===== src/rtl/retire_unit.sv =====
// In-order retirement buffer feeding the register file write port.
// Optional macro RETIRE_BYPASS_EN: a head entry completing this cycle retires at the same edge.
module retire_unit #(
  parameter int DEPTH     = 8,
  parameter int TAG_B     = 3,
  parameter int DATA_SIZE = 64,
  parameter int REG_B     = 5
) (
  input  logic                 clk,
  input  logic                 reset,
  input  logic                 alloc_valid,
  input  logic                 alloc_regwr,
  input  logic [REG_B-1:0]     alloc_rd,
  output logic                 alloc_ready,
  output logic [TAG_B-1:0]     alloc_tag,
  input  logic                 cmpl_valid,
  input  logic [TAG_B-1:0]     cmpl_tag,
  input  logic [DATA_SIZE-1:0] cmpl_data,
  input  logic                 flush,
  output logic                 regwr,
  output logic [REG_B-1:0]     rd,
  output logic [DATA_SIZE-1:0] data,
  output logic                 empty,
  output logic [TAG_B:0]       count
);

  localparam logic [TAG_B:0] LP_FULL = (TAG_B+1)'(DEPTH);

  logic [DEPTH-1:0]     r_valid;
  logic [DEPTH-1:0]     r_done;
  logic [DEPTH-1:0]     r_ent_regwr;
  logic [REG_B-1:0]     r_ent_rd   [DEPTH];
  logic [DATA_SIZE-1:0] r_ent_data [DEPTH];
  logic [TAG_B-1:0]     r_head;
  logic [TAG_B-1:0]     r_tail;
  logic [TAG_B:0]       r_count;
  logic                 r_regwr;
  logic [REG_B-1:0]     r_rd;
  logic [DATA_SIZE-1:0] r_data;

  logic                 w_alloc;
  logic                 w_cmpl_hit;
  logic                 w_bypass;
  logic                 w_retire;
  logic                 w_ret_wr;
  logic [DATA_SIZE-1:0] w_ret_data;

  assign alloc_ready = (r_count < LP_FULL);
  assign alloc_tag   = r_tail;
  assign w_alloc     = alloc_valid && alloc_ready;
  assign w_cmpl_hit  = cmpl_valid && r_valid[cmpl_tag];

`ifdef RETIRE_BYPASS_EN
  assign w_bypass = cmpl_valid && (cmpl_tag == r_head) && r_valid[r_head] && !r_done[r_head];
`else
  assign w_bypass = 1'b0;
`endif

  // Retire decision uses registered done bits; bypass is the only same-edge path.
  assign w_retire   = r_valid[r_head] && (r_done[r_head] || w_bypass);
  assign w_ret_wr   = r_ent_regwr[r_head] && (r_ent_rd[r_head] != '0);
  assign w_ret_data = w_bypass ? cmpl_data : r_ent_data[r_head];

  always_ff @(posedge clk or negedge reset) begin
    if (!reset) begin
      r_valid <= '0;
      r_done  <= '0;
      r_head  <= '0;
      r_tail  <= '0;
      r_count <= '0;
      r_regwr <= 1'b0;
      r_rd    <= '0;
      r_data  <= '0;
    end else if (flush) begin
      r_valid <= '0;
      r_done  <= '0;
      r_head  <= '0;
      r_tail  <= '0;
      r_count <= '0;
      r_regwr <= 1'b0;
    end else begin
      if (w_cmpl_hit) begin
        r_done[cmpl_tag] <= 1'b1;
      end
      if (w_alloc) begin
        r_valid[r_tail] <= 1'b1;
        r_done[r_tail]  <= 1'b0;
        r_tail          <= r_tail + 1'b1;
      end
      if (w_retire) begin
        r_valid[r_head] <= 1'b0;
        r_head          <= r_head + 1'b1;
        r_regwr         <= w_ret_wr;
        r_rd            <= r_ent_rd[r_head];
        r_data          <= w_ret_data;
      end else begin
        r_regwr <= 1'b0;
      end
      case ({w_alloc, w_retire})
        2'b10:   r_count <= r_count + 1'b1;
        2'b01:   r_count <= r_count - 1'b1;
        default: r_count <= r_count;
      endcase
    end
  end

  // Payload needs no reset: it is only observed through a set valid bit.
  always_ff @(posedge clk) begin
    if (!flush) begin
      if (w_alloc) begin
        r_ent_regwr[r_tail] <= alloc_regwr;
        r_ent_rd[r_tail]    <= alloc_rd;
      end
      if (w_cmpl_hit) begin
        r_ent_data[cmpl_tag] <= cmpl_data;
      end
    end
  end

  assign regwr = r_regwr;
  assign rd    = r_rd;
  assign data  = r_data;
  assign count = r_count;
  assign empty = (r_count == '0);

endmodule


===== config.mk =====
export PLATFORM = sky130hd
export DESIGN_NAME = retire_unit
export DESIGN_NICKNAME = d
export VERILOG_FILES = /design/src/rtl/retire_unit.sv
export SDC_FILE = /design/constraint.sdc
export NUM_CORES = 1
export LEC_CHECK = 0
export CAP_MARGIN = 20
export CORE_MARGIN = 1
export CORE_UTILIZATION = 30
export CTS_BUF_LIST = sky130_fd_sc_hd__clkbuf_4 sky130_fd_sc_hd__clkbuf_8 sky130_fd_sc_hd__clkbuf_16
export DETAILED_ROUTE_END_ITERATION = 8
export DONT_BUFFER_PORTS = 1
export PLACE_DENSITY = 0.46
export SLEW_MARGIN = 30
export SYNTH_ARGS = -nofsm -noshare
export SYNTH_HDL_FRONTEND = slang
export SYNTH_SLANG_ARGS = --single-unit
export TNS_END_PERCENT = 20

===== constraint.sdc =====
create_clock -name clk -period 7.4 [get_ports clk]
set_input_delay 1.85 -clock clk [delete_from_list [all_inputs] [get_ports clk]]
set_output_delay 1.85 -clock clk [all_outputs]
set_load 0.02 [all_outputs]

==> results by group, run 1 <==
Final layout
  • Final #Nets: around 1,400
  • Final Instance Count excl. Fillers: 2,466
  • Multi-input gate area: 0.00451 mm2
  • Filler Cells Inserted: 7,460
  • Final Cell Area: 0.0279 mm2
  • Most frequent cells in the layout: edfxtp_1, a22oi_1, dfrtp_1
  • Ratio of cells with drive above 1 in the final layout: 17.5%
  • Reg area: between 0.015 and 0.02 mm2
  • Layout area overhead: 15.8%
  • Commonest non-fill, non-tap cell in the layout: edfxtp_1

Die
  • Core Area: 0.0791 mm2
  • Starting Density: a little under a third
  • DIE HEIGHT: 285 um
  • I/O pin count: 157
  • Die width: between 200 and 300 um
  • Die area: 0.0813 mm2
  • Std-Cell Rows: 103

Logic synthesis
  • Synth Register Bits: 656
  • Yosys top cell area share: 69.9%
  • Synth Flop Type: edfxtp_1
  • Post-synthesis mux area share: 4.35%
  • Post-synthesis adder-cell area fraction: 0.208%
  • Largest family of logic cells by synthesized area: compound AO/OA/AOI/OAI gates
  • Syn nets: 1,416
  • Post-synthesis compound-gate area fraction: 9.63%
  • Synth Cell Area: ~0.024 mm2
  • Post-synth EDFFs: 560
  • Largest cells by area after synthesis: edfxtp_1, dfrtp_1, a22oi_1
  • Warnings, synthesis: 0
  • Unique cell type count in the Yosys netlist: 50
  • XOR/XNOR share of the synthesized area: less than 1%
  • Avg Cell Area, Syn: 18.0 um2
  • Seq/Total Area, Yosys: 79.9%
  • Simple-gate share of the synthesized area: between 3 and 4%
  • Area leader, netlist: edfxtp_1
  • FFs w/ async S/R, synth: 14.6%
  • Syn Inst Count: 1,334

Global route
  • Largest net degree at the start of global routing: 97
  • Vias in the first global route: 13,100
  • Grt total ovfl: 0
  • First-pass GRT wire length: 92.6 mm
  • Tot GR Track Use: 15.4%
  • Initial antenna violation count: 2
  • Met3 usage: approximately 4.4%
  • GR Layer Usage met2: 25.4%
  • GR Util met1: 19.8%
  • GRT Max-Usage Layer: met2

Placement
  • Placed Area: 0.0253 mm2
  • Cells after DPL: 2,326
  • Detailed placement HPWL: 34.2 mm
  • GP Congestion: between 0.7 and 0.8
  • Port Buffers: 0

STA
  • Unrepaired setup endpoints after global routing: no
  • Worst-margin pin slew: slightly above 0.9 ns
  • Final worst-path cycle share: between 50% and 60%
  • Final hold vios: 0
  • FMAX: 0.258 GHz
  • Slew Limit Fails: 0
  • Clock skew: 0.0369 ns
  • Rel. slew slack: between 30% and 40%
  • Setup violators final: 0
  • Fin crit period: about 3.9 ns
  • Setup tns final: 0 ns

Power and ir drop
  • VDD IR max: between 0.00015 and 0.0002 V
  • Leak: 9.17 nW
  • Net Sw Frac: 20.6%
  • Comb pwr share: less than 1%
  • Pwr Density: 281 mW/mm2
  • Internal power: ~0.0062 W
  • Psw: 0.00161 W
  • Clock share of power: between 40% and 50%
  • Seq pwr share: 52.3%

Worst setup path
  • CP Launch Type: input pin
  • Crit path max fanout: 41
  • CP max stage delay: 0.50 ns
  • Worst R2R Start: r_head[2]$_DFFE_PN0P_
  • Reg2reg end: count[3]$_DFFE_PN0P_
  • R2R Setup Slk: 3.78 ns
  • Path type of the worst setup path: in -> reg
  • Data required time of the worst path: 7.69 ns
  • Critical Path Sink Type: flop
  • CP bufs+invs: 2
  • Family with the most delay on the worst path: compound AO/OA/AOI/OAI gates
  • Crit-path cells: mux2_2 -> a221oi_1 -> a21oi_1 -> o21ai_0 -> inv_4 -> buf_4
  • Critical Path AT: 4.17 ns
  • Critical-path top delay cell: a221oi_1
  • FF-to-FF path depth: 9

Hold path
  • Hold Crit Start: r_done[0]$_DFF_PN0_
  • Worst Hold Class: reg -> reg
  • Hold depth: 2
  • Hold Path Sink: r_done[0]$_DFF_PN0_

CTS
  • CTS Hold Bufs: 0
  • Max H-tree Level: 3
  • Clock slew at reported path FFs: 0.06 ns
  • CTS tree: yes
  • TritonCTS Buffers: 74
  • Root Driver: clkbuf_16
  • Postcts setup bufs: 0
  • Worst-Skew Late Latency: around 0.65 ns
  • CTS resizes: 0
  • Sinks on Clock Net: between 600 and 700
  • Clock Path Buffers: 3

Detailed routing
  • Vias per cell: a little over 5
  • WL/cell: 25.5 um
  • Post-route DRC: 0
  • First drt pass iteration count: 5
  • DRT iter0 DRCs: between 900 and 1,000
  • DRT Wirelength: approximately 63 mm
  • Vias: 12,500
  • ANT nets after route: 0

Run
  • Max Cap Viol: 0

Run status
  • Outcome: completed
==> cell type report <==
| class | count | share of cell area (%) |
|---|---|---|
| Sequential cell | 656 | 69.0 |
| Multi-Input combinational cell | 583 | 16.2 |
| Clock buffer | 101 | 7.58 |
| Tap cell | 1050 | 4.72 |
| Clock inverter | 37 | 1.41 |
| Timing Repair Buffer | 27 | 0.925 |
| Inverter | 11 | 0.166 |
| Antenna cell | 1 | 0.00899 |
==> layer usage <==
layer / share of wire, % / vias up
met5: 0 / -
met4: 1.9 / 0
met3: 6.4 / 91
met2: 49 / 283
met1: 43 / 6657
li1: - / 5511
==> flip-flops by register name, summed over array words and instances, names as in the netlist <==
signal / count
r_ent_data: 512
data: 64
r_ent_rd: 40
r_done: 8
r_ent_regwr: 8
r_valid: 8
rd: 5
count: 4
alloc_tag: 3
r_head: 3
regwr: 1
==> kinds of logic after synthesis <==
kind of cell / Yosys count
buffers and inverters: 95
flip-flops: 656
adder cells (fa/ha/maj): 4
AND/OR/NAND/NOR: 174
AO/OA/AOI/OAI: 313
XOR/XNOR: 4
multiplexers: 88
==> worst reg2reg max path: stages (launching register included) <==
cell	delay [ns]
dfrtp_1	0.70
mux4_2	0.49
mux2i_1	0.76
buf_4	0.32
and2_1	0.18
ha_1	0.28
o21ai_0	0.09
nand2b_1	0.09
and3_1	0.18
a2111oi_0	0.39
==> worst max path at each step <==
stage	startpoint	endpoint	depth (start not counted)
floorplan	cmpl_tag[2]	r_ent_data[5][0]$_DFFE_PP_	4
global placement	cmpl_tag[2]	r_ent_data[4][28]$_DFFE_PP_	6
detailed placement	cmpl_tag[2]	r_ent_data[2][34]$_DFFE_PP_	5
CTS	count[0]$_DFFE_PN0P_	empty	1
global route	cmpl_tag[2]	r_ent_data[4][58]$_DFFE_PP_	6
finish	cmpl_tag[2]	r_ent_data[4][23]$_DFFE_PP_	6
==> synthesized netlist by cell type (5+ instances only) <==
master    instances
nand2b_1          5
mux2_2           65
nor3b_1           8
nor2b_1          10
buf_4             6
buf_2            14
a211oi_1          8
nand2_1          29
a221oi_1          5
nor4_1            5
clkbuf_1         40
o21ai_0           8
buf_1            21
mux4_2            6
mux2_1            8
a21oi_1          16
inv_1            11
a22oi_1         259
nor3_1            7
nand3_1           5
nor2_1           28
nand4_1          64
mux2i_1           9
dfrtp_1          96
edfxtp_1        560
==> power groups by stage <==
| stage | combinational (W) | sequential [W] | clock [W] |
|---|---|---|---|
| after floorplan | 0.0000468 | 0.00416 | 0 |
| after global placement | 0.0000588 | 0.00417 | 0 |
| after detailed placement | 0.0000602 | 0.00418 | 0 |
| after CTS | 0.0000608 | 0.00410 | 0.00376 |
| after global routing | 0.0000666 | 0.00410 | 0.00389 |
| final | 0.0000599 | 0.00410 | 0.00367 |
==> per-stage QoR <==
step	util (%)	setup WS (ns)	hold slack [ns]	power, W
detailed placement	32.0	2.86	0.523	0.00424
floorplan	-	2.00	0.497	0.00421
global placement	31.9	2.88	0.518	0.00423
finish	35.2	3.53	0.526	0.00783
CTS	35.2	3.50	0.530	0.00792
global route	35.2	3.30	0.565	0.00805
Power figures use the tool's default switching activity.
==> run 2: changes to the inputs <==
==> constraint.sdc (replaced) <==
create_clock -name clk -period 3.8 [get_ports clk]
set_input_delay 0.95 -clock clk [delete_from_list [all_inputs] [get_ports clk]]
set_output_delay 0.95 -clock clk [all_outputs]
set_load 0.02 [all_outputs]
==> run 2 against run 1 <==
Effect of this change:
- first-iteration DRC count grew 16%
- critical path depth is 5 lower
- wire length increased by 0.69%
- sequential share of layout area decreased by 0.40 points
- flip-flop and latch count did not move
- clock skew fell by 0.018 ns
- register-to-register slack got worse by 2.9 ns
- critical endpoint is now empty
- largest cell class unchanged
- highest routed layer unchanged
==> results by group, run 2 (same netlist as run 1, synthesis figures left out) <==
Final layout
  • Fin util: 35.4% (+0.21 points)
  • Most frequent cells in the layout: edfxtp_1, a22oi_1, dfrtp_1
  • Final Cell Area: 0.0280 mm2 (+0.59%)
  • Ratio of cells with drive above 1 in the final layout: 18.3% (+0.80 points)
  • Top reg by flops: r_ent_data
  • Number of diodes: 0 (-1)
  • Commonest non-fill, non-tap cell in the layout: edfxtp_1
  • Layout area overhead: 16.5%
  • Largest register FFs: 512 (unchanged)
  • Final #Nets: 1,453 (+1.3%)

Power and ir drop
  • Pwr Density: 539 mW/mm2 (+92%)
  • Seq pwr share: 52.8% (+0.5 points)
  • VDD IR max: 0.000280 V (+53%)
  • Net Sw Frac: 20.2% (-0.35 points)
  • Leak: 9.28 nW (+1.1%)
  • Psw: 0.00306 W (+90%)
  • Clock share of power: 46.3% (-0.6 points)
  • Internal power: 0.0120 W (+94%)
  • Comb pwr share: 0.8% (about the same)

Worst setup path
  • R2R Setup Slk: 0.91 ns (-2.87 ns)
  • Path type of the worst setup path: reg -> out
  • Crit-path cells: nor4_1
  • CP Launch Type: flop
  • Critical-path top delay cell: nor4_1
  • Crit path max fanout: 7 (-83%)
  • CP max stage delay: 0.83 ns (+0.33 ns)
  • Data required time of the worst path: 2.85 ns (-4.84 ns)
  • CP bufs+invs: 0 (-2)
  • Critical Path Sink Type: output pin
  • Critical Path AT: 1.96 ns (-2.21 ns)
  • Family with the most delay on the worst path: simple AND/OR/NAND/NOR gates

CTS
  • Worst-Skew Late Latency: 0.61 ns (-0.04 ns)
  • Clock slew at reported path FFs: 0.05 ns (about the same)
  • Root Driver: clkbuf_16
  • CTS resizes: 0 (unchanged)
  • Sinks on Clock Net: 656 (unchanged)
  • Postcts setup bufs: 0 (unchanged)
  • TritonCTS Buffers: 72 (-2.7%)
  • CTS tree: yes
  • Clock Path Buffers: 3 (unchanged)
  • Max H-tree Level: 3 (unchanged)

STA
  • Clock skew: 0.0190 ns (-0.0180 ns)
  • Fin crit period: just under 3 ns
  • Slew Limit Fails: 0 (unchanged)
  • Unrepaired setup endpoints after global routing: no
  • Setup violators final: 0 (unchanged)
  • Final hold vios: 0 (unchanged)
  • Setup tns final: 0 ns (unchanged)
  • Rel. slew slack: 40.4% (+3.8 points)
  • Final worst-path cycle share: 76.5%
  • FMAX: 0.344 GHz
  • Worst hold margin: 0.0596 ns (-0.467 ns)
  • Worst-margin pin slew: 0.886 ns (-0.0380 ns)

Die
  • Die width: 285 um (unchanged)
  • I/O pin count: 157 (unchanged)
  • Core Area: 0.0791 mm2 (unchanged)
  • Std-Cell Rows: 103 (unchanged)
  • Die area: 0.0813 mm2 (unchanged)
  • Starting Density: 30.4% (unchanged)
  • DIE HEIGHT: 285 um (unchanged)

Global route
  • Grt total ovfl: 0 (unchanged)
  • Initial antenna violation count: 2 (unchanged)
  • First-pass GRT wire length: 93.1 mm (+0.50%)
  • Largest net degree at the start of global routing: 90 (-7.2%)
  • Tot GR Track Use: 15.6% (+0.14 points)
  • Vias in the first global route: 13,100 (-0.031%)

Hold path
  • Worst Hold Class: in -> async

Detailed routing
  • Vias: 12,600 (+0.23%)
  • DRT Wirelength: 63.4 mm (+0.69%)
  • DRT iter0 DRCs: 1,096 (+16%)
  • WL/cell: 25.6 um (+0.12%)
  • Post-route DRC: 0 (unchanged)
  • First drt pass iteration count: 5 (unchanged)
  • ANT nets after route: 0 (unchanged)
  • Vias per cell: 5.07 (-0.33%)

Placement
  • Detailed placement HPWL: 34.8 mm (+1.8%)
  • Placed Area: 0.0256 mm2 (+1.1%)
  • GP Congestion: 0.763 (+5.7%)
  • Port Buffers: 0 (unchanged)

Run status
  • Outcome: completed

Run
  • Max Cap Viol: 0 (unchanged)
[run 2: area by class of cell]
type	count	area [um2]
fillers	7420	51100
repair buffers	47	546
flip-flops and latches	656	19200
clock inverters	43	415
multi-input cells	583	4490
clock buffers	90	1990
inverters	11	43.8
well taps	1050	1310
[run 2: metrics by stage]
step / power [W] / worst slack, ns / instances
CTS: 0.0153 / 0.832 / 2480
global placement: 0.00825 / 0.486 / 2345
global route: 0.0156 / 0.716 / 2480
finish: 0.0151 / 0.894 / 2480
floorplan: 0.00820 / -0.0950 / 1334
detailed placement: 0.00825 / 0.478 / 2345
[run 2: routing by layer]
layer | share of wire, % | global-route usage (%)
met5 | 0 | 0
met2 | 48 | 25.1
met4 | 2.1 | 4.55
met1 | 44 | 20.5
met3 | 6.4 | 4.27
[run 2: final timing paths]
path,depth (start not counted),from,end
min reg2reg,2,r_done[0]$_DFF_PN0_,r_done[0]$_DFF_PN0_
min in group clk,1,flush,alloc_tag[1]$_DFFE_PN0P_
max,1,count[1]$_DFFE_PN0P_,empty
max reg2reg,6,r_head[0]$_DFFE_PN0P_,data[21]$_DFFE_PN0P_
min,0,reset,data[57]$_DFFE_PN0P_
max in group asynchronous,1,reset,data[10]$_DFFE_PN0P_
[run 2: repair_timing]
item | 4_1_cts | 5_1_grt
hold endpoints to repair | 6 | 0
hold buffers | 2 | 0
setup endpoints to repair | 0 | 0
[run 2: power by group through the flow]
stage	registers, W	clock network [W]	logic [W]
2_1_floorplan	0.00811	0	0.0000918
3_3_place_gp	0.00813	0	0.000122
3_5_place_dp	0.00813	0	0.000124
4_1_cts	0.00798	0.00720	0.000130
5_1_grt	0.00798	0.00747	0.000141
6_report	0.00798	0.00700	0.000127
==> run 3: changes to the inputs <==
==> constraint.sdc (replaced) <==
create_clock -name clk -period 2.7 [get_ports clk]
set_input_delay 0.675 -clock clk [delete_from_list [all_inputs] [get_ports clk]]
set_output_delay 0.675 -clock clk [all_outputs]
set_load 0.02 [all_outputs]
==> run 3 against run 2 <==
Effect of this change:
- sequential power up 40%
- utilization is 0.59 points higher
- wire length rose by 0.96%
- worst setup slack got worse by 0.70 ns
- register-to-register slack got worse by 0.71 ns
- global-route usage increased by 0.14 points
- highest routed layer unchanged
- non-clock buffer count grew 25
- cell area is 1.7% higher
- clock skew up 0.0037 ns
- clock power grew 42%
- critical path type is now reg -> reg
- power up 42%
==> results by group, run 3 (same netlist as run 1, synthesis figures left out) <==
STA
  • Worst hold margin: 0.0147 ns (-0.0448 ns)
  • Rel. slew slack: 50.6% (+10 points)
  • Fin crit period: ~2.5 ns
  • Setup violators final: 0 (unchanged)
  • Final hold vios: 0 (unchanged)
  • Clock skew: 0.0227 ns (+0.00373 ns)
  • Worst-margin pin slew: 0.738 ns (-0.148 ns)
  • FMAX: 0.400 GHz
  • Unrepaired setup endpoints after global routing: no
  • Final worst-path cycle share: 92.7%
  • Slew Limit Fails: 0 (unchanged)

Worst setup path
  • Critical path origin: r_valid[0]$_DFF_PN0_
  • Crit path to: count[3]$_DFFE_PN0P_
  • Data required time of the worst path: 3.17 ns (+0.32 ns)
  • Reg2reg end: count[3]$_DFFE_PN0P_
  • Crit path max fanout: 3 (-4)
  • R2R Setup Slk: 0.20 ns (-0.71 ns)
  • FF-to-FF path depth: 9 (+3)
  • Crit-path cells: nand2_1 -> mux4_2 -> mux2i_1 -> and2_1 -> ha_1 -> o21ai_0 -> nand2b_1 -> and3_1 -> a2111oi_1
  • Worst R2R Start: r_valid[0]$_DFF_PN0_
  • Critical-path top delay cell: mux4_2
  • CP max stage delay: 0.50 ns (-0.33 ns)
  • CP Launch Type: flop
  • Path type of the worst setup path: reg -> reg
  • Critical Path AT: 2.97 ns (+1.01 ns)
  • Critical Path Sink Type: flop

Die
  • Die width: 285 um (unchanged)
  • Starting Density: 30.4% (unchanged)
  • Die area: 0.0813 mm2 (unchanged)
  • Std-Cell Rows: 103 (unchanged)
  • Core Area: 0.0791 mm2 (unchanged)
  • I/O pin count: 157 (unchanged)
  • DIE HEIGHT: 285 um (unchanged)

Detailed routing
  • DRT Wirelength: 64.0 mm (+0.96%)
  • ANT nets after route: 0 (unchanged)
  • Vias: 12,700 (+0.79%)
  • First drt pass iteration count: 5 (unchanged)
  • DRT iter0 DRCs: 900 (-18%)
  • Post-route DRC: 0 (unchanged)
  • Vias per cell: 5.06 (-0.26%)
  • WL/cell: 25.6 um (about the same)

CTS
  • Root Driver: clkbuf_16
  • CTS tree: yes
  • Sinks on Clock Net: 656 (unchanged)
  • Max H-tree Level: 3 (unchanged)
  • Clock Path Buffers: 3 (unchanged)
  • Clock slew at reported path FFs: 0.06 ns (about the same)
  • TritonCTS Buffers: 72 (unchanged)
  • Worst-Skew Late Latency: 0.61 ns (about the same)
  • Postcts setup bufs: 0 (unchanged)

Power and ir drop
  • Tot Pwr: 0.0214 W (+42%)
  • Internal power: 0.0172 W (+42%)
  • Comb pwr share: 1.1% (+0.3 points)
  • Net Sw Frac: 19.9% (-0.35 points)
  • Clock share of power: 46.5% (+0.2 points)
  • Pwr Density: 752 mW/mm2 (+39%)
  • Seq pwr share: 52.4% (-0.4 points)
  • VDD IR max: 0.000473 V (+69%)
  • Leak: 9.46 nW (+2.0%)
  • Psw: 0.00426 W (+39%)

Global route
  • First-pass GRT wire length: 93.2 mm (+0.16%)
  • Vias in the first global route: 13,200 (+1.1%)
  • Grt total ovfl: 0 (unchanged)
  • Initial antenna violation count: 0 (-2)
  • Tot GR Track Use: 15.7% (+0.14 points)
  • Largest net degree at the start of global routing: 97 (+7.8%)

Final layout
  • Final Instance Count excl. Fillers: 2,506 (+1.0%)
  • Number of diodes: 0 (unchanged)
  • Largest register FFs: 512 (unchanged)
  • Ratio of cells with drive above 1 in the final layout: 19.8% (+1.5 points)
  • Commonest non-fill, non-tap cell in the layout: edfxtp_1
  • Final #Nets: 1,478 (+1.7%)
  • Top reg by flops: r_ent_data
  • Layout area overhead: 18.4%
  • Most frequent cells in the layout: edfxtp_1, a22oi_1, dfrtp_1

Placement
  • GP Congestion: 0.722 (-5.4%)
  • Port Buffers: 0 (unchanged)
  • Detailed placement HPWL: 36.4 mm (+4.5%)
  • Cells after DPL: 2,371 (+1.1%)

Run status
  • Outcome: completed

Run
  • Max Cap Viol: 0 (unchanged)

Hold path
  • Worst Hold Class: in -> async
[run 3: cell types whose count changed in the layout (fill, tap and decap cells not counted), sizes merged]
| cell | change |
|---|---|
| clkbuf | +7 |
| clkinv | -2 |
| inv | -4 |
| dlygate4sd3 | -2 |
| buf | +27 |
[run 3: layer usage]
metal | wire length, um | global-route usage [%] | up-vias
li1 | - | - | 5612
met1 | 26900 | 19.9 | 6678
met2 | 31000 | 25.6 | 308
met3 | 5020 | 5.22 | 72
met4 | 1040 | 4.44 | 0
met5 | 0 | 0 | -
[run 3: what timing repair did]
action	in CTS	in global routing
endpoints found under the setup margin	0	1
hold endpoints to repair	96	0
hold buffers	1	0
resized for setup	0	1
[run 3: metrics by stage]
step                      TNS, ns  setup WS [ns]  utilization (%)  area, um2
after global placement          0          0.151             32.9      26000
final                           0          0.198             36.0      28500
after global routing            0         0.0212             36.0      28500
after CTS                       0          0.142             36.0      28500
after floorplan           -138.57         -0.538                -      24100
after detailed placement        0          0.189             32.9      26000
[run 3: worst min-delay path by stage]
stage | depth (start not counted) | end | startpoint | slack [ns]
2_1_floorplan | 0 | alloc_tag[0]$_DFFE_PN0P_ | reset | 0.38
3_3_place_gp | 0 | alloc_tag[2]$_DFFE_PN0P_ | reset | 0.39
6_report | 1 | count[2]$_DFFE_PN0P_ | reset | 0.01
5_1_grt | 1 | count[2]$_DFFE_PN0P_ | reset | 0.04
4_1_cts | 1 | r_done[3]$_DFF_PN0_ | reset | 0.02
3_5_place_dp | 0 | count[1]$_DFFE_PN0P_ | reset | 0.39
[run 3: critical path: cells and delay by family, from the launching register on]
kind / cells / cell delay, ns
AO/OA/AOI/OAI: 2 / 0.45
AND/OR/NAND/NOR: 4 / 0.55
adder cells (fa/ha/maj): 1 / 0.28
flip-flops: 1 / 0.41
multiplexers: 2 / 0.69
[run 3: power groups by stage]
stage	combinational, W	sequential, W	clock (W)
after global routing	0.000255	0.0112	0.0106
after global placement	0.000191	0.0114	0
after CTS	0.000236	0.0112	0.0102
after detailed placement	0.000194	0.0114	0
final	0.000227	0.0112	0.00997
after floorplan	0.000137	0.0114	0
[run 3: area by class of cell]
class | count | area, um2
Timing Repair Buffer | 72 | 936
Clock buffer | 97 | 2090
Clock inverter | 37 | 357
Fill cell | 7409 | 50600
Inverter | 11 | 48.8
Sequential cell | 656 | 19200
Multi-Input combinational cell | 583 | 4520
Tap cell | 1050 | 1310
